[config.mk]
export PLATFORM = sky130hd
export DESIGN_NAME = alu_sequencer
export DESIGN_NICKNAME = d
export VERILOG_FILES = /design/src/rtl/alu_seq_pkg.sv /design/src/rtl/alu_op_decoder.sv /design/src/rtl/alu_sequencer.sv
export SDC_FILE = /design/constraint.sdc
export NUM_CORES = 1
export LEC_CHECK = 0
export BUFFER_PORTS_ARGS = -buffer_cell sky130_fd_sc_hd__buf_4
export CAP_MARGIN = 0
export CORE_MARGIN = 2
export CORE_UTILIZATION = 50
export CTS_BUF_LIST = sky130_fd_sc_hd__clkbuf_8
export DETAILED_ROUTE_END_ITERATION = 10
export PLACE_DENSITY_LB_ADDON = 0.15
export REMOVE_ABC_BUFFERS = 1
export SYNTH_ARGS = -nofsm -noshare
export SYNTH_HDL_FRONTEND = slang
export SYNTH_HIERARCHICAL = 1
export SYNTH_SLANG_ARGS = --single-unit
export TNS_END_PERCENT = 20
[constraint.sdc]
create_clock -name phi2 -period 2.4 [get_ports phi2]
set_clock_uncertainty 0.1 [all_clocks]
set_input_delay 0.24 -clock phi2 [delete_from_list [all_inputs] [get_ports phi2]]
set_output_delay 0.24 -clock phi2 [all_outputs]
set_load 0.05 [all_outputs]
[src/rtl/alu_seq_pkg.sv]
// Shared encodings for the ALU sequencer: op codes, FSM phases, flag bit
// positions and the packed datapath control vector.
`timescale 1ns/1ps
package alu_seq_pkg;

    typedef enum logic [2:0] {
        OP_ADD   = 3'd0,
        OP_SUB   = 3'd1,
        OP_AND   = 3'd2,
        OP_OR    = 3'd3,
        OP_EOR   = 3'd4,
        OP_SHR   = 3'd5,
        OP_PASSB = 3'd6,
        OP_RSVD  = 3'd7
    } op_e;

    typedef enum logic [1:0] {
        ST_IDLE = 2'd0,
        ST_LOAD = 2'd1,
        ST_EXEC = 2'd2,
        ST_DONE = 2'd3
    } state_e;

    // rsp_flags layout is {N,V,Z,C}
    localparam int FLAG_N = 3;
    localparam int FLAG_V = 2;
    localparam int FLAG_Z = 1;
    localparam int FLAG_C = 0;
    localparam int FLAG_W = 4;

    typedef struct packed {
        logic a_sys;
        logic a_zero;
        logic b_data;
        logic b_inv;
        logic b_addr;
        logic alu_sum;
        logic alu_and;
        logic alu_or;
        logic alu_eor;
        logic alu_shr;
        logic carry_in;
    } ctrl_t;

    localparam int CTRL_W = $bits(ctrl_t);

    // Ops whose B operand source follows req_b_src; SUB and SHR do not.
    function automatic logic takes_b_src(input op_e op);
        return (op == OP_ADD) || (op == OP_AND) || (op == OP_OR) ||
               (op == OP_EOR) || (op == OP_PASSB);
    endfunction

endpackage

[src/rtl/alu_op_decoder.sv]
// Pure combinational map from (op, b_src, carry, phase) to datapath controls.
// Only LOAD and EXEC phases produce non-zero controls.
`timescale 1ns/1ps
module alu_op_decoder
    import alu_seq_pkg::*;
(
    input  logic [2:0]        i_op,
    input  logic              i_b_src,
    input  logic              i_carry,
    input  logic [1:0]        i_phase,
    output logic [CTRL_W-1:0] o_ctrl
);

    ctrl_t w_ctrl;
    op_e   w_op;

    always_comb begin
        w_ctrl = '0;
        w_op   = op_e'(i_op);
        case (state_e'(i_phase))
            ST_LOAD: begin
                w_ctrl.a_sys  = (w_op != OP_PASSB) && (w_op != OP_RSVD);
                w_ctrl.a_zero = (w_op == OP_PASSB);
                if (w_op == OP_SUB) begin
                    w_ctrl.b_inv = 1'b1;
                end else if (takes_b_src(w_op)) begin
                    w_ctrl.b_addr = i_b_src;
                    w_ctrl.b_data = !i_b_src;
                end
            end
            ST_EXEC: begin
                case (w_op)
                    OP_ADD, OP_SUB: begin
                        w_ctrl.alu_sum  = 1'b1;
                        w_ctrl.carry_in = i_carry;
                    end
                    OP_PASSB: w_ctrl.alu_sum = 1'b1;
                    OP_AND:   w_ctrl.alu_and = 1'b1;
                    OP_OR:    w_ctrl.alu_or  = 1'b1;
                    OP_EOR:   w_ctrl.alu_eor = 1'b1;
                    OP_SHR:   w_ctrl.alu_shr = 1'b1;
                    default:  ;
                endcase
            end
            default: ;
        endcase
    end

    assign o_ctrl = w_ctrl;

endmodule

[src/rtl/alu_sequencer.sv]
// Sequences one ALU operation through IDLE->LOAD->EXEC->DONE with registered
// controls; response holds in DONE until rsp_ready, requests ignored while busy.
`timescale 1ns/1ps
module alu_sequencer
    import alu_seq_pkg::*;
(
    input  logic       phi2,
    input  logic       reset,
    input  logic       req_valid,
    output logic       req_ready,
    input  logic [2:0] req_op,
    input  logic       req_b_src,
    input  logic       req_carry,
    output logic       a_systemBus_EN,
    output logic       a_zero_EN,
    output logic       b_dataBus_EN,
    output logic       b_dataBusInvert_EN,
    output logic       b_addressLow_EN,
    output logic       alu_sum_EN,
    output logic       alu_and_EN,
    output logic       alu_or_EN,
    output logic       alu_eor_EN,
    output logic       alu_shiftRight_EN,
    output logic       carry_FLAG_IN,
    input  logic [7:0] hold_REG_IN,
    input  logic       overflow_FLAG_IN,
    input  logic       carryOut_FLAG_IN,   // ALU carry-out (carry_FLAG_IN is the carry-in output)
    input  logic       negative_FLAG_IN,
    input  logic       zero_FLAG_IN,
    output logic       rsp_valid,
    input  logic       rsp_ready,
    output logic [7:0] rsp_data,
    output logic [3:0] rsp_flags,
    output logic       rsp_err
);

    state_e              r_state;
    state_e              w_state_n;
    op_e                 r_op;
    logic                r_b_src;
    logic                r_carry;
    ctrl_t               r_ctrl;
    logic                r_req_ready;
    logic                r_rsp_valid;
    logic [7:0]          r_rsp_data;
    logic [FLAG_W-1:0]   r_rsp_flags;
    logic                r_rsp_err;

    logic                w_accept;
    op_e                 w_op_n;
    logic                w_b_src_n;
    logic                w_carry_n;
    logic [CTRL_W-1:0]   w_ctrl_n;

    assign w_accept  = (r_state == ST_IDLE) && r_req_ready && req_valid;
    assign w_op_n    = w_accept ? op_e'(req_op) : r_op;
    assign w_b_src_n = w_accept ? req_b_src : r_b_src;
    assign w_carry_n = w_accept ? req_carry : r_carry;

    always_ff @(posedge phi2) begin
        if (reset) r_state <= ST_IDLE;
        else       r_state <= w_state_n;
    end

    always_comb begin
        w_state_n = r_state;
        case (r_state)
            ST_IDLE: if (w_accept) w_state_n = (w_op_n == OP_RSVD) ? ST_DONE : ST_LOAD;
            ST_LOAD: w_state_n = ST_EXEC;
            ST_EXEC: w_state_n = ST_DONE;
            ST_DONE: if (rsp_ready) w_state_n = ST_IDLE;
            default: w_state_n = ST_IDLE;
        endcase
    end

    // Decoding the upcoming phase lets the control flops change in step with the state.
    alu_op_decoder u_dec (
        .i_op    (w_op_n),
        .i_b_src (w_b_src_n),
        .i_carry (w_carry_n),
        .i_phase (w_state_n),
        .o_ctrl  (w_ctrl_n)
    );

    always_ff @(posedge phi2) begin
        if (reset) begin
            r_op        <= OP_ADD;
            r_b_src     <= 1'b0;
            r_carry     <= 1'b0;
            r_ctrl      <= '0;
            r_req_ready <= 1'b0;
            r_rsp_valid <= 1'b0;
            r_rsp_data  <= '0;
            r_rsp_flags <= '0;
            r_rsp_err   <= 1'b0;
        end else begin
            r_op        <= w_op_n;
            r_b_src     <= w_b_src_n;
            r_carry     <= w_carry_n;
            r_ctrl      <= ctrl_t'(w_ctrl_n);
            r_req_ready <= (w_state_n == ST_IDLE);
            r_rsp_valid <= (w_state_n == ST_DONE);
            if (w_accept && (w_op_n == OP_RSVD)) begin
                r_rsp_data  <= '0;
                r_rsp_flags <= '0;
                r_rsp_err   <= 1'b1;
            end else if (r_state == ST_EXEC) begin
                r_rsp_data                <= hold_REG_IN;
                r_rsp_flags[FLAG_N]       <= negative_FLAG_IN;
                r_rsp_flags[FLAG_V]       <= overflow_FLAG_IN;
                r_rsp_flags[FLAG_Z]       <= zero_FLAG_IN;
                r_rsp_flags[FLAG_C]       <= carryOut_FLAG_IN;
                r_rsp_err                 <= 1'b0;
            end
        end
    end

    assign req_ready          = r_req_ready;
    assign a_systemBus_EN     = r_ctrl.a_sys;
    assign a_zero_EN          = r_ctrl.a_zero;
    assign b_dataBus_EN       = r_ctrl.b_data;
    assign b_dataBusInvert_EN = r_ctrl.b_inv;
    assign b_addressLow_EN    = r_ctrl.b_addr;
    assign alu_sum_EN         = r_ctrl.alu_sum;
    assign alu_and_EN         = r_ctrl.alu_and;
    assign alu_or_EN          = r_ctrl.alu_or;
    assign alu_eor_EN         = r_ctrl.alu_eor;
    assign alu_shiftRight_EN  = r_ctrl.alu_shr;
    assign carry_FLAG_IN      = r_ctrl.carry_in;
    assign rsp_valid          = r_rsp_valid;
    assign rsp_data           = r_rsp_data;
    assign rsp_flags          = r_rsp_flags;
    assign rsp_err            = r_rsp_err;

endmodule

## Yosys cells after proc, flatten, opt, wreduce, memory -nomap -nowiden

Index checks and enable logic that the tools add are counted.

| cells by class | value |
|---|---|
| eq/ne operators | 15 |
| mux-type cells | 15 |
| bitwise logic cells | 4 |
| reductions and logical operators | 20 |

Operators with widths:

| kind | number |
|---|---|
| equality test 3 bit (second input constant) | 4 |
| 2-to-1 mux 1 bit | 10 |
| equality test 2 bit (second input constant) | 4 |
| case mux 2 bit (4 select lines) | 1 |
| OR reduction 2 bit | 4 |
| equality test 3 x 2 -> 1 bit (second input constant) | 2 |
| 2-to-1 mux 2 bit | 3 |
| != test 3 bit (second input constant) | 2 |
| OR reduction 3 bit | 2 |
| equality test 2 x 1 -> 1 bit (second input constant) | 2 |
| logical AND 1 bit | 4 |
| zero test 2 bit | 2 |
| logical OR 1 bit | 4 |
| NOT 1 bit | 4 |
| OR reduction 4 bit | 1 |
| equality test 3 x 1 -> 1 bit (second input constant) | 1 |
| zero test 3 bit | 1 |
| 2-to-1 mux 3 bit | 1 |
| nonzero test 2 bit | 1 |
| zero test 1 bit | 1 |

| storage, ports and cells | value |
|---|---|
| flip-flop bits (word level) | 33 |
| bits of input ports | 21 |
| output and inout port bits | 26 |

## Logic depth before layout (Yosys ltp)

Gate-level depths: netlist (run 1).

| logic depth | value |
|---|---|
| word-level depth | 11 |
| depth in mapped cells | 7 |
| gate-level depth less buffers | 6 |

## Cells and area by module

The synthesis (run 1) kept the hierarchy.

Modules (own cells, without submodules):

| module | instances | cells an instance | area an instance (µm²) |
|---|---|---|---|
| alu_sequencer | 1 | 117 | 1189.9 |
| alu_op_decoder | 1 | 20 | 127.6 |

## Worst setup path before layout (run 1)

No wires, ideal clock.

| path | value |
|---|---|
| path kind | register to register |
| start point | register r_req_ready (netlist: req_ready) |
| end point | register r_ctrl, in the netlist b_addressLow_EN |
| library setup time | 0.066 ns |
| arrival time | 2.034 ns |
| data required time | 2.234 ns |
| slack | 0.200 ns |
| cell stages (with the launch flop) | 7 |
| path buffers | 1 |
| period minus slack after synthesis | 2.200 ns |
| cells stage by stage | dfxtp_1 -> nor4bb_4 -> buf_6 -> mux2_4 -> nand2b_1 -> a211oi_1 -> nor2b_1 |

| on the way | value |
|---|---|
| word-level cells in the longest chain between the ends | 10 |
| elaborated cells on any way between the ends | 22 |
| classes of those cells | eq/ne (7); mux (5); bitwise (2); reduce/logical (8) |

RTL lines:

| what | RTL line | text |
|---|---|---|
| start, declared | alu_sequencer.sv:43 | `logic r_req_ready;` |
| start signal, assigned | alu_sequencer.sv:101 | `r_req_ready <= (w_state_n == ST_IDLE);` |
| logical AND 1 bit * (2 in series) | alu_sequencer.sv:55 | `assign w_accept = (r_state == ST_IDLE) && r_req_ready && req_valid;` |
| 2-to-1 mux 3 bit * | alu_sequencer.sv:56 | `assign w_op_n = w_accept ? op_e'(req_op) : r_op;` |
| named net w_op_n[2] | alu_sequencer.sv:50 | `op_e w_op_n;` |
| equality test 3 bit (tied with other cells) | alu_sequencer.sv:68 | `ST_IDLE: if (w_accept) w_state_n = (w_op_n == OP_RSVD) ? ST_DONE : ST_LOAD;` |
| 2-to-1 mux 2 bit / logical OR 1 bit (equally long branches) (2 in series) | alu_sequencer.sv:68, alu_seq_pkg.sv:49 |  |
| case mux 2 bit (4 select lines) / logical OR 1 bit (equally long branches) | alu_sequencer.sv:67, alu_seq_pkg.sv:49 |  |
| equality test 2 x 1 -> 1 bit / logical OR 1 bit (equally long branches) | alu_op_decoder.sv:20, alu_seq_pkg.sv:50 |  |
| NOT 1 bit (no source line) | n/a |  |
| OR reduction 4 bit (no source line) * | n/a |  |
| end signal, assigned | alu_sequencer.sv:100 | `r_ctrl <= ctrl_t'(w_ctrl_n);` |
| end, declared | alu_sequencer.sv:42 | `ctrl_t r_ctrl;` |

Mark *: on every way through the listed nets, which the timed path passes. The rest lies on a longest branch.
A chain may end at the register's enable or synchronous reset.

## Final worst setup path (run 1)

| path | value |
|---|---|
| start point | register r_req_ready (netlist: req_ready) |
| end point | register r_ctrl, in the netlist b_dataBus_EN |

Same word-level chain as after synthesis.

==> flow_results.org, run 1 <==
** Status
- The run finished with clean final reports.

** Worst hold path
- Classification of the worst-slack hold path :: in2reg

** Setup path
- STA classifies the critical path endpoint as a register.
- Largest fanout on the critical path :: 8
- STA classifies the critical path startpoint as a register.
- Startpoint-to-endpoint class of the critical path :: reg2reg
- Counting both buffers and inverters, the worst setup path holds a total of 1.
- Data arrival at the endpoint of the critical path :: around 2200 ps
- The slowest stage of the critical path is the nor4bb_4 cell.
- Cell breakdown of the critical path :: nor4bb_4 -> buf_4 -> mux2_4 -> nand2b_1 -> a211oi_1 -> nor2b_1
- Required time of the critical path :: 2520 ps
- Broken down by cell family, the worst path's largest delay share belongs to simple AND/OR/NAND/NOR gates.
- For this run, the slowest stage of the critical path takes around 430 ps.

** Yosys
- In this run the biggest area consumer among cell types represents 50.14% of the synthesized area.
- Most frequent cell after synthesis :: dfxtp_1
- The synthesized design spends more area on one cell type than any other, namely dfxtp_1.
- The most used flip-flop cell after synthesis is dfxtp_1.
- Post-synthesis average cell area :: 9.617 µm²
- In this run the cell area of the synthesized design comes to 1318 µm².
- Ranked by instance count, the synthesized netlist is headed by 33 x dfxtp_1, 24 x nand2_1, 15 x a21oi_1.
- Synthesis produced 137 cells.
- Seq cells post-synth :: 33
- Post-synth EDFFs :: 0
- Sorting the synthesized cells by area gives the leading types as dfxtp_1 50%, nand2_1 6.8%, nor2b_1 6.2%.
- Sequential elements use 50.14% of the synthesized area.
- During synthesis, Yosys emitted a total of 6 warnings.
- Number of different library cells in the post-synthesis netlist :: 25
- Share of async-settable or async-resettable flops after synthesis :: 0%

** Cells and area
- The finished cells cover 1735 µm².
- Final-layout fill cell count :: 219
- Cells fill 70.05% of the core in the end.
- Synth-to-layout area growth :: 31.72%
- FF+latch area :: 660.6 µm²
- After the last flow step, the layout net total stands at 204.
- Share of cells above drive strength 1 :: 33.15%
- Area of the multi-input gates :: approximately 590 µm²
- The number of antenna diodes in the final layout is 0.

** Floorplanning
- Full die area :: 3061 µm²
- The core region is 2477 µm².
- The initial utilization of the core area, before any placement, comes to 53.18%.
- The die is 55.33 µm wide.
- For this design the top-level I/O count stands at 47.
- Vert. Die Dim :: approximately 55 µm
- Number of rows created at floorplan :: 18

** Power and ir drop
- Worst VDD drop :: 0.6621 mV
- Static Leak :: between 0.0007 and 0.0008 µW
- Pwr Total :: 1374 µW
- Total power divided by cell area :: 791.5 nW/µm²

** Route
- In this run the remaining antenna-violating nets after routing total 0.
- After the first detailed-routing iteration, the DRC count stood at 13.
- Before antenna repair, the detailed router went through 3 iterations.
- In the final routed layout, each cell accounts on average for 12.10 µm.
- DRC violations left :: 0
- Total wire length :: around 2.6 mm
- Detailed routing inserted a total of 1090 vias.
- Dividing the detail-routed via count by the number of cells gives roughly 5.

** Clock tree
- The clock tree synthesis step divided the H-tree into 2 levels.
- The longest clock path from root to sink contains 2 buffers.
- Clock tree synthesis found a total of 33 sinks.
- Clock Pin Slew Worst Setup and Hold Paths :: 60 ps
- Buffers added to address setup during post-CTS repair amount to 0.
- Clock insertion delay at the later pin of the skew report :: 280 ps
- Root buffer cell :: clkbuf_8
- Number of buffers inserted during clock tree synthesis :: 5
- Post-cts resize count :: 0
- TritonCTS built the clock tree.
- In this run, post-CTS hold repair placed 0 buffers.

** Timing
- Summed over all failing endpoints, the final setup total negative slack is 0 ps.
- At the pin with the least slew margin, the transition time is 631.5 ps.
- The final count of hold timing violations was 0.
- Based on the critical path, the design can be clocked at up to 0.4745 GHz.
- Minimum period implied by the final worst setup slack :: between 2000 and 2500 ps
- The final critical path takes up 87.81% of the cycle.
- Setup violations remaining at the end of the flow were counted as 0.
- Unrepaired setup endpoints after global routing :: false
- Fin. max-slew vios :: 0
- Tightest slew margin relative to the limit :: 57.46%

** Placement
- HPWL reported at the end of detailed placement :: 1.932 mm
- Gp weighted congestion :: 0.7173
- Buffers placed on the I/O ports in this run total 46.
- Placed Area :: 1653 µm²

** Global route
- Largest net degree at the start of global routing :: 23
- Summed over all layers, the global routing overflow is 0.
- For this run, the total global-route usage over all layers was measured as a little under a fifth.
- Wire length of the first global-routing pass :: 4.464 mm
- The layer flagged by global routing as most heavily used is met2.
- For this run, global-route usage on met1 was measured as 21.24%.
- For met2 alone, demand over resource in global routing was between 30% and 40%.
- GR met3 Demand/Resource :: 7.963%
- Number of antenna violations at the first check in global routing :: 0
- Via count of the first global-routing pass :: 1030

** Job
- Max-cap violations in this run came to 0.
-- final timing paths --
path,start,end,slack (ps),cells after the start
worst max-delay path,req_ready$_SDFF_PP0_,b_dataBus_EN$_SDFF_PP0_,290,6
worst min-delay path,rsp_ready,r_state[1]$_SDFF_PP0_,90,2
worst max register to register,req_ready$_SDFF_PP0_,b_dataBus_EN$_SDFF_PP0_,290,6
worst min register to register,rsp_data[5]$_SDFFE_PP0P_,rsp_data[5]$_SDFFE_PP0P_,350,2
-- area by class of cell --
class / instances / share of cell area [%]
flip-flops and latches: 33 / 38.07
multi-input cells: 94 / 34.25
repair buffers: 47 / 20.33
clock buffers: 5 / 3.965
well taps: 30 / 2.163
clock inverters: 3 / 0.7931
inverters: 2 / 0.4326
-- where the power goes --
group	internal (µW)	switching, µW	total (µW)
Sequential	590	32.6	622
Combinational	142	226	369
Clock	196	187	383
Total	928	446	1370
-- cells in the final DEF, fill, tap and decap left out, drive strengths merged, types with 3 or more instances in the layout --
| master | Yosys | final |
|---|---|---|
| buf | 5 | 47 |
| dfxtp | 33 | 33 |
| nand2 | 24 | 24 |
| a21oi | 15 | 15 |
| nor2b | 13 | 13 |
| and2b | 6 | 6 |
| nand2b | 5 | 5 |
| mux2 | 5 | 5 |
| clkbuf | 3 | 5 |
| a211oi | 4 | 4 |
| nor2 | 4 | 4 |
| a31oi | 3 | 3 |
| inv | 2 | 3 |
-- cells by family (layout without fill, tap and decap cells) --
family | count (synthesis) | in the layout | synth area share [%]
AOI/OAI and AO/OA | 27 | 27 | 12.35
buffers and inverters | 10 | 57 | 4.748
DFF | 33 | 33 | 50.14
muxes | 5 | 5 | 5.698
and+or+nand+nor | 62 | 62 | 27.07
-- metrics by stage --
stage,hold slack [ps],std cells,worst slack [ps]
6_report,92.99,214,292.6
5_1_grt,92.96,214,137.2
4_1_cts,80.64,214,283.3
3_5_place_dp,348.3,206,293.1
3_3_place_gp,341.9,206,390.0
2_1_floorplan,211.6,129,75.95
-- flip-flops by register name, summed over array words and instances (netlist names), 2 cells and up --
name	cells
rsp_data	8
rsp_flags	4
r_state	2
r_op	3
-- worst register-to-register path, cell delays in order, from the launching register on --
cell and delay, ps:
dfxtp_1 420, nor4bb_4 430, buf_4 220, mux2_4 340, nand2b_1 180, a211oi_1 220
nor2b_1 140
-- routing by layer --
metal  vias to the layer above  share of wire, %
met2                        31                48
met1                       502                44
met3                         4               6.6
met5                         -                 0
met4                         0               1.0
li1                        553                 -
Power figures use the tool's default switching activity.
==> inputs of run 2 (changes only) <==
--- a/config.mk
+++ b/config.mk
@@ -11,7 +11,7 @@
 export CORE_UTILIZATION = 50
 export CTS_BUF_LIST = sky130_fd_sc_hd__clkbuf_8
 export DETAILED_ROUTE_END_ITERATION = 10
-export PLACE_DENSITY_LB_ADDON = 0.15
+export PLACE_DENSITY = 0.8
 export REMOVE_ABC_BUFFERS = 1
 export SYNTH_ARGS = -nofsm -noshare
 export SYNTH_HDL_FRONTEND = slang
==> run 2 against run 1 <==
Against the previous run: global-route usage is 0.17 points lower; core utilization is 0.10 points lower; flip-flop and latch count stayed put; first-iteration DRC count is 23% lower; register-to-register slack better by 70 ps; worst setup slack better by 73 ps; clock-buffer cell count stayed put; total power is 0.55% lower; sequential share of layout area is 0.055 points higher; hold slack better by 4.4 ps; critical path type unchanged; highest routed layer unchanged; fmax is 3.6% higher; wire length is 5.0% higher.
==> flow_results.org, run 2 (synthesis results as in run 1) <==
** Timing
- Fin. max-slew vios :: 0
- Derived from the worst setup path, the maximum achievable clock frequency is 0.4917 GHz.
- After layout, the worst path uses 84.75% of the clock period.
- Unrepaired setup endpoints after global routing :: false
- Once routing completed, OpenROAD measured the worst setup slack at ~370 ps.
- Final setup violation count :: 0
- Summed over all failing endpoints, the final setup total negative slack is 0 ps.
- For the finished layout, the period the worst path requires is 2034 ps.
- Tightest slew margin relative to the limit :: about 60%
- Hold Vio Cnt, Final :: 0
- Slew at the pin closest to its max-slew limit :: 615.5 ps

** Cells and area
- Final-layout fill cell count :: 207
- The library cells used most frequently in the layout, excluding fill and tap cells, are 47 x buf_4, 33 x dfxtp_1, 24 x nand2_1.
- Most frequent standard cell in the layout excluding fill and tap cells :: buf_4
- Relative to the synthesized area, the layout overhead comes to 31.53%.
- The repair_antennas step left the layout with diodes totalling 0.
- Layout net count :: ~200
- Post-route cell area :: 1733 µm²
- Number of cells in the finished layout apart from fillers :: roughly 210
- The register with the most flip-flops in the layout has 8 of them.
- In the final layout, the share of cells above drive strength 1 is between 30 and 40%.

** Placement
- Detailed placement ended at an HPWL of 2.073 mm.
- # placed instances :: 206
- Setup Slack @ Placement :: 383.2 ps
- Gp weighted congestion :: ~0.77
- After detailed placement, the total cell area comes to 1653 µm².
- Number of buffers inserted by port buffering :: 46

** Floorplanning
- The floorplan step set the die height to 55.33 µm.
- Initial core utilization :: about 53%
- Chip width :: around 55 µm
- Pin placement for this block handled 47 I/O pins.
- Number of rows created at floorplan :: 18
- Placeable core region :: 2477 µm²
- Full die area :: between 3000 and 4000 µm²

** Worst hold path
- The worst hold path passes through 2 cells.
- The min-delay analysis places its worst path in the category in2reg.
- Sink of the worst hold path :: r_state[1]$_SDFF_PP0_
- Min-Delay Startpoint :: rsp_ready

** Clock tree
- Setup Fix Bufs, Post-CTS :: 0
- After clock tree synthesis, the repair step resized 0 gates.
- The clock passes through at most 2 buffers.
- H-tree levels :: 2
- Total of hold buffers inserted after clock tree synthesis :: 0
- At the later pin of the worst-skew pair, clock insertion delay measures 280 ps.
- In this run the clock root is driven by a clkbuf_8.
- After clock tree synthesis, the clock-pin slew on the worst setup and hold paths is 60 ps.
- Number of buffers inserted during clock tree synthesis :: 5
- Sink count of the clock tree :: 33
- TritonCTS built the clock tree.

** Route
- After the first detailed-routing iteration, the DRC count stood at 10.
- Detailed-route via count :: about 1100
- Highest metal layer with signal wires :: met4
- Via density :: 5.121
- Count of antenna-violating nets left after detailed routing :: 0
- The routed design uses between 100 and 150 µm of met3 wire.
- Summed over all layers, the routed wires come to 2.719 mm.
- DRC violations left :: 0
- The detailed router put a total of roughly 1.1 mm of wire on met1.
- Summed over all nets, wire length on met2 after detailed routing comes to 1.402 mm.
- In the final routed layout, each cell accounts on average for 12.71 µm.
- For this run, the detailed router's first-pass iteration total came to 4.

** Setup path
- Delay contributed by the slowest stage of the critical path :: roughly 530 ps
- Cell breakdown of the critical path :: nor4bb_4 -> mux2_4 -> nand2b_1 -> a211oi_1 -> nor2b_1
- Beginning of the worst register-to-register path :: req_ready$_SDFF_PP0_
- STA puts the critical path data required time at 2520 ps.
- The worst setup path is launched from a register.
- The worst setup path is captured at a register.
- The number of cells on the worst reg-to-reg path is 5.
- CP max-delay cell :: nor4bb_4
- For flop-to-flop paths, the worst setup slack is between 300 and 400 ps.
- Data arrival at the endpoint of the critical path :: between 2000 and 2500 ps
- R2R Path End :: b_addressLow_EN$_SDFF_PP0_
- Largest fanout on the critical path :: 8
- The critical path in this run is classified as reg2reg.

** Power and ir drop
- Power spread over the standard cell area amounts to 788.2 nW/µm².
- The analysis attributes to cell leakage a power of between 0.0007 and 0.0008 µW.
- VDD sags by at most 0.5995 mV.

** Global route
- Via count of the first global-routing pass :: 983
- Total global-route track usage :: 18.30%
- The first global-routing pass estimated 4.333 mm of wire.
- Largest net degree at the start of global routing :: 23
- Remaining Overflow, GRT :: 0
- The number of antenna violations at the first check in global routing was 0.

** Job
- Max-cap violations in this run came to 0.

** Status
- The run finished with clean final reports.
run 2: cell count changes in the layout (fill, tap and decap cells not counted):
| cell | delta |
|---|---|
| clkinv_2 | -2 |
| inv_1 | +2 |
run 2: through the flow:
step / hold slack, ps / utilization, % / total power [µW]
finish: 97.35 / 69.95 / 1366
global route: 86.80 / 69.95 / 1428
CTS: 87.21 / 69.95 / 1373
detailed placement: 352.9 / 66.72 / 1005
global placement: 342.9 / 66.72 / 990.1
floorplan: 211.6 / - / 883.6
run 2: worst max path at each step:
stage | endpoint | slack, ps | from
final | b_addressLow_EN$_SDFF_PP0_ | 370 | req_ready$_SDFF_PP0_
after global routing | b_addressLow_EN$_SDFF_PP0_ | 240 | r_state[0]$_SDFF_PP0_
after CTS | b_addressLow_EN$_SDFF_PP0_ | 370 | req_ready$_SDFF_PP0_
after detailed placement | b_addressLow_EN$_SDFF_PP0_ | 380 | req_ready$_SDFF_PP0_
after global placement | b_dataBus_EN$_SDFF_PP0_ | 460 | r_state[0]$_SDFF_PP0_
after floorplan | b_addressLow_EN$_SDFF_PP0_ | 80 | req_ready$_SDFF_PP0_
run 2: layout make-up:
cell class | instances | area (µm²) | share of cell area, %
flip-flops and latches | 33 | 660.6 | 38.12
multi-input cells | 94 | 594.3 | 34.30
repair buffers | 47 | 352.8 | 20.36
clock buffers | 5 | 68.82 | 3.971
well taps | 30 | 37.54 | 2.166
clock inverters | 3 | 11.26 | 0.6498
inverters | 2 | 7.507 | 0.4332
run 2: layer usage:
layer | GRT usage, % | up-vias
li1 | - | 554
met2 | 29.93 | 23
met4 | 10.45 | 0
met1 | 21.03 | 512
met3 | 5.621 | 7
met5 | 0 | -
run 2: worst max-delay path, delay by kind of cell, from the launching register on:
| kind | cells | cell delay [ps] |
|---|---|---|
| compound gates | 1 | 230 |
| mux | 1 | 380 |
| flops | 1 | 420 |
| simple gates | 3 | 840 |
run 2: report_power, final:
part	total (µW)	leakage (µW)	switching (µW)	internal (µW)
Clock	372	0.0000519	180	193
Sequential	623	0.000268	33.0	590
Combinational	371	0.000457	229	142
Total	1370	0.000777	441	924
==> inputs of run 3 (changes only) <==
--- a/config.mk
+++ b/config.mk
@@ -5,13 +5,14 @@
 export SDC_FILE = /design/constraint.sdc
 export NUM_CORES = 1
 export LEC_CHECK = 0
+export ABC_AREA = 1
 export BUFFER_PORTS_ARGS = -buffer_cell sky130_fd_sc_hd__buf_4
 export CAP_MARGIN = 0
 export CORE_MARGIN = 2
-export CORE_UTILIZATION = 50
+export CORE_UTILIZATION = 46
 export CTS_BUF_LIST = sky130_fd_sc_hd__clkbuf_8
 export DETAILED_ROUTE_END_ITERATION = 10
-export PLACE_DENSITY = 0.8
+export PLACE_DENSITY = 0.77
 export REMOVE_ABC_BUFFERS = 1
 export SYNTH_ARGS = -nofsm -noshare
 export SYNTH_HDL_FRONTEND = slang
==> constraint.sdc (replaced) <==
create_clock -name phi2 -period 1.7 [get_ports phi2]
set_clock_uncertainty 0.1 [all_clocks]
set_input_delay 0.17 -clock phi2 [delete_from_list [all_inputs] [get_ports phi2]]
set_output_delay 0.17 -clock phi2 [all_outputs]
set_load 0.05 [all_outputs]
==> run 3 against run 2 <==
Against the previous run: sequential power grew 40%; die area grew 12%; hold slack lost 18 ps; clock-buffer cell count grew 2; critical path type unchanged; sequential share of layout area shrank 2.8 points.
==> flow_results.org, run 3 <==
** Route
- In the routed layout, each cell is associated on average with a via count of about 4.6.
- Number of violations reported at the end of detailed-routing iteration 0 :: 51
- Number of detailed-route iterations in the first pass :: 4
- The routed layout has 1275 vias.
- The routed design has 2.830 mm of wire.
- DRC violations left :: 0
- Count of antenna-violating nets left after detailed routing :: 0
- Routed length per placed instance :: 10.14 µm

** Placement
- Detailed placement finished with a half-perimeter wire length of 1.972 mm.
- Routability-driven placement finished with a final weighted congestion of 0.8439.
- Setup Slack @ Placement :: 53.06 ps
- # placed instances :: 270
- Placed Area :: approximately 1700 µm²
- In this run the tool buffered the top-level ports with 46 buffer cells.

** Status
- Run status :: finished, final reports clean

** Global route
- The first global-routing pass estimated 4.823 mm of wire.
- The via count of the first global-routing pass came to approximately 1200.
- Number of antenna violations at the first check in global routing :: 0
- Remaining Overflow, GRT :: 0
- Largest net degree at the start of global routing :: 19
- Total global-route track usage :: 18.66%

** Yosys
- Summed over its instances, the top area cell type makes up 48.44% of the synthesized netlist area.
- Number of different library cells in the post-synthesis netlist :: 17
- Leading post-synthesis cells by cell area :: dfxtp_1 48%, nand2_1 12%, inv_1 11%
- Summed over all instances, the cell type with the most area after synthesis is dfxtp_1.
- The synthesized netlist occupies a cell area of approximately 1400 µm².
- Counting flops with an async set or reset pin after synthesis yields a share of 0%.
- Yosys synthesis warning count :: 6
- Seq cells post-synth :: 33
- Post-synthesis average cell area :: 6.958 µm²
- For this run, the register share of the synthesized area comes to 48.44%.
- Cells after Synth :: 196
- Sorting the synthesized cells by how often they occur yields 43 x nand2_1, 39 x inv_1, 33 x dfxtp_1.
- Commonest register cell after synthesis :: dfxtp_1
- Yosys mapped a number of flops with a built-in enable equal to 0.
- nand2_1 is the most common cell in the netlist.

** Setup path
- For this design, the slowest cell found on the critical path is dfxtp_2.
- Cell seen most often among critical-path stages :: nor2_1
- Along the worst path, the maximum fanout reaches 10.
- The critical path is of the reg2reg type.
- Data on the critical path is required at its endpoint by 1770 ps.
- In this run the register-to-register setup slack is 110 ps.
- Together, buffers and inverters on the worst path number 2.
- The worst setup path is launched from a register.
- R2R Path End :: b_addressLow_EN$_SDFF_PP0_
- In this run the critical register-to-register path is launched from r_state[1]$_SDFF_PP0_.
- Counting cells, the worst reg-to-reg path comes to 8.
- Top delay family on crit path :: compound AO/OA/AOI/OAI gates
- Walking the worst path, the cells encountered are nor2_4 -> nand2_4 -> o21ai_0 -> inv_2 -> a21oi_1 -> nor2_1 -> inv_1 -> nor2_1.
- STA classifies the critical path endpoint as a register.
- For the worst setup path, the data arrival time is 1660 ps.
- The largest single stage delay on the critical path is between 300 and 400 ps.

** Clock tree
- Clock tree synthesis inserted a total of 5 buffers.
- TritonCTS built the clock tree.
- CTS saw 33 sinks.
- The cell sitting at the root of the clock tree is a clkbuf_8.
- The clock tree synthesis step divided the H-tree into 2 levels.
- The longest clock path from root to sink contains 2 buffers.
- Clock-pin slew was measured on the worst setup and hold paths at 60 ps.
- Clock insertion delay at the later pin of the skew report :: ~280 ps

** Power and ir drop
- Power spread over the standard cell area amounts to 1139 nW/µm².
- IR analysis of the VDD net gives a maximum drop of 0.7885 mV.
- Sequential cells burn 40.8% of the power.
- The internal portion of the total power is between 1000 and 1500 µW.
- Pwr Total :: 2136 µW
- Static Leak :: 0.0009495 µW
- Summed over all nets, the switching power comes to 726.4 µW.
- Of the total power, combinational logic draws 29.9%.
- Sw frac :: 34.01%
- The clock network accounts for 29.4% of the total power.

** Cells and area
- Once layout is complete, the utilization of the core stands at 67.43%.
- In the final layout, the share of cells above drive strength 1 is between 20 and 30%.
- Across the whole layout, storage elements account for approximately 660 µm².
- Antenna cell count :: 0
- Flip-flop count of the largest register, all copies and words added :: 8
- Leading cell types in the layout, fill and taps excluded :: 50 x buf_4, 41 x nand2_1, 38 x inv_1
- Most frequent standard cell in the layout excluding fill and tap cells :: buf_4
- After routing the design area is 1876 µm².
- From synthesis to final layout, the design area changed by 37.52%.
- Final-layout fill cell count :: 266
- Layout net count :: 268
- Summing all multi-input logic gate instances after layout gives 544.3 µm².
- Number of cells in the finished layout apart from fillers :: 279

** Timing
- The number of max-slew violations in the final report was 0.
- Slew at the pin closest to its max-slew limit :: 415.2 ps
- Top achievable clock speed :: 0.6296 GHz
- The final count of hold timing violations was 0.
- Setup violations remaining at the end of the flow were counted as 0.
- Tightest slew margin relative to the limit :: 72.26%
- The worst path needs ~1600 ps of the cycle, external delays included.
- Final worst path period share :: 93.43%
- Final setup slack of the worst path :: 111.7 ps

** Floorplanning
- Initial core utilization :: 49.03%
- Chip width :: 58.45 µm
- The core region is 2781 µm².
- The die covers 3416 µm².
- In this run the count of I/O pins placed on the die edge is 47.
- Number of rows created at floorplan :: 19
- Vert. Die Dim :: a little under 60 µm

** Worst hold path
- Sink of the worst hold path :: r_state[1]$_SDFF_PP0_
- The worst hold path was traced through 2 stages.
- Min-Delay Startpoint :: reset
- The min-delay analysis places its worst path in the category in2reg.

** Job
- Number of max-cap violations :: 0
run 3: cell types whose count changed after synthesis, sizes merged, moves of 5 or more:
cell and delta:
inv +39, nor2 +29, nand2 +24, nand3 +17
nor2b -13, a21oi -8, and2b -6, mux2 -5
nand2b -5
run 3: cell type report:
type | count | share of cell area [%]
tap | 31 | 2.068
clock inverter | 1 | 0.2668
multi-input combinational | 116 | 29.02
sequential | 33 | 35.29
inverter | 41 | 8.205
timing repair buffer | 50 | 20.01
clock buffer | 7 | 5.137
run 3: kinds of logic (layout without fill, tap and decap cells):
logic type	count (synthesis)	count (layout)	share of synthesized area, %
AO/OA/AOI/OAI	11	11	4.036
flip-flops	33	33	48.44
buffers and inverters	47	99	13.67
AND/OR/NAND/NOR	105	105	33.85
run 3: worst max-delay path by stage:
| stage | startpoint | endpoint | slack (ps) | cells after the start |
|---|---|---|---|---|
| after global placement | r_state[0]$_SDFF_PP0_ | alu_eor_EN$_SDFF_PP0_ | 100 | 9 |
| after detailed placement | r_state[0]$_SDFF_PP0_ | alu_eor_EN$_SDFF_PP0_ | 50 | 9 |
| after global routing | r_state[1]$_SDFF_PP0_ | b_addressLow_EN$_SDFF_PP0_ | -20 | 8 |
| after CTS | req_ready$_SDFF_PP0_ | alu_eor_EN$_SDFF_PP0_ | 20 | 10 |
| final | r_state[1]$_SDFF_PP0_ | b_addressLow_EN$_SDFF_PP0_ | 110 | 8 |
| after floorplan | req_ready$_SDFF_PP0_ | b_addressLow_EN$_SDFF_PP0_ | -130 | 9 |
run 3: stage by stage:
stage                     hold WS [ps]  TNS (ps)
after global placement           375.5         0
final                            79.47         0
after CTS                        82.90         0
after global routing             102.1    -18.41
after detailed placement         375.6         0
after floorplan                  139.1     -1015
run 3: worst reg2reg max path, delay by kind of cell, from the launching register on:
| family | cells | cell delay [ps] |
|---|---|---|
| compound gates | 2 | 510 |
| simple gates | 4 | 340 |
| flops | 1 | 340 |
| buf+inv | 2 | 180 |
run 3: what timing repair did:
item                       CTS  global route
hold buffers                 0             0
setup buffers                0             1
hold endpoints to repair     0             0
gates resized for setup      0             9
setup endpoints to repair    0             9
run 3: layer usage:
layer | share of wire [%] | wire, µm | track usage [%] | up-vias
li1 | - | - | - | 683
met1 | 46 | 1295 | 22.82 | 544
met4 | 2.2 | 63 | 8.306 | 0
met3 | 6.2 | 175 | 6.813 | 7
met2 | 46 | 1296 | 29.37 | 41
met5 | 0 | 0 | 0 | -
run 3: power by group through the flow:
stage / clock, µW / combinational (µW) / sequential, µW
3_3_place_gp: 0 / 609 / 885
4_1_cts: 645 / 620 / 869
6_report: 627 / 638 / 871
3_5_place_dp: 0 / 615 / 886
2_1_floorplan: 0 / 268 / 1050
5_1_grt: 675 / 705 / 877
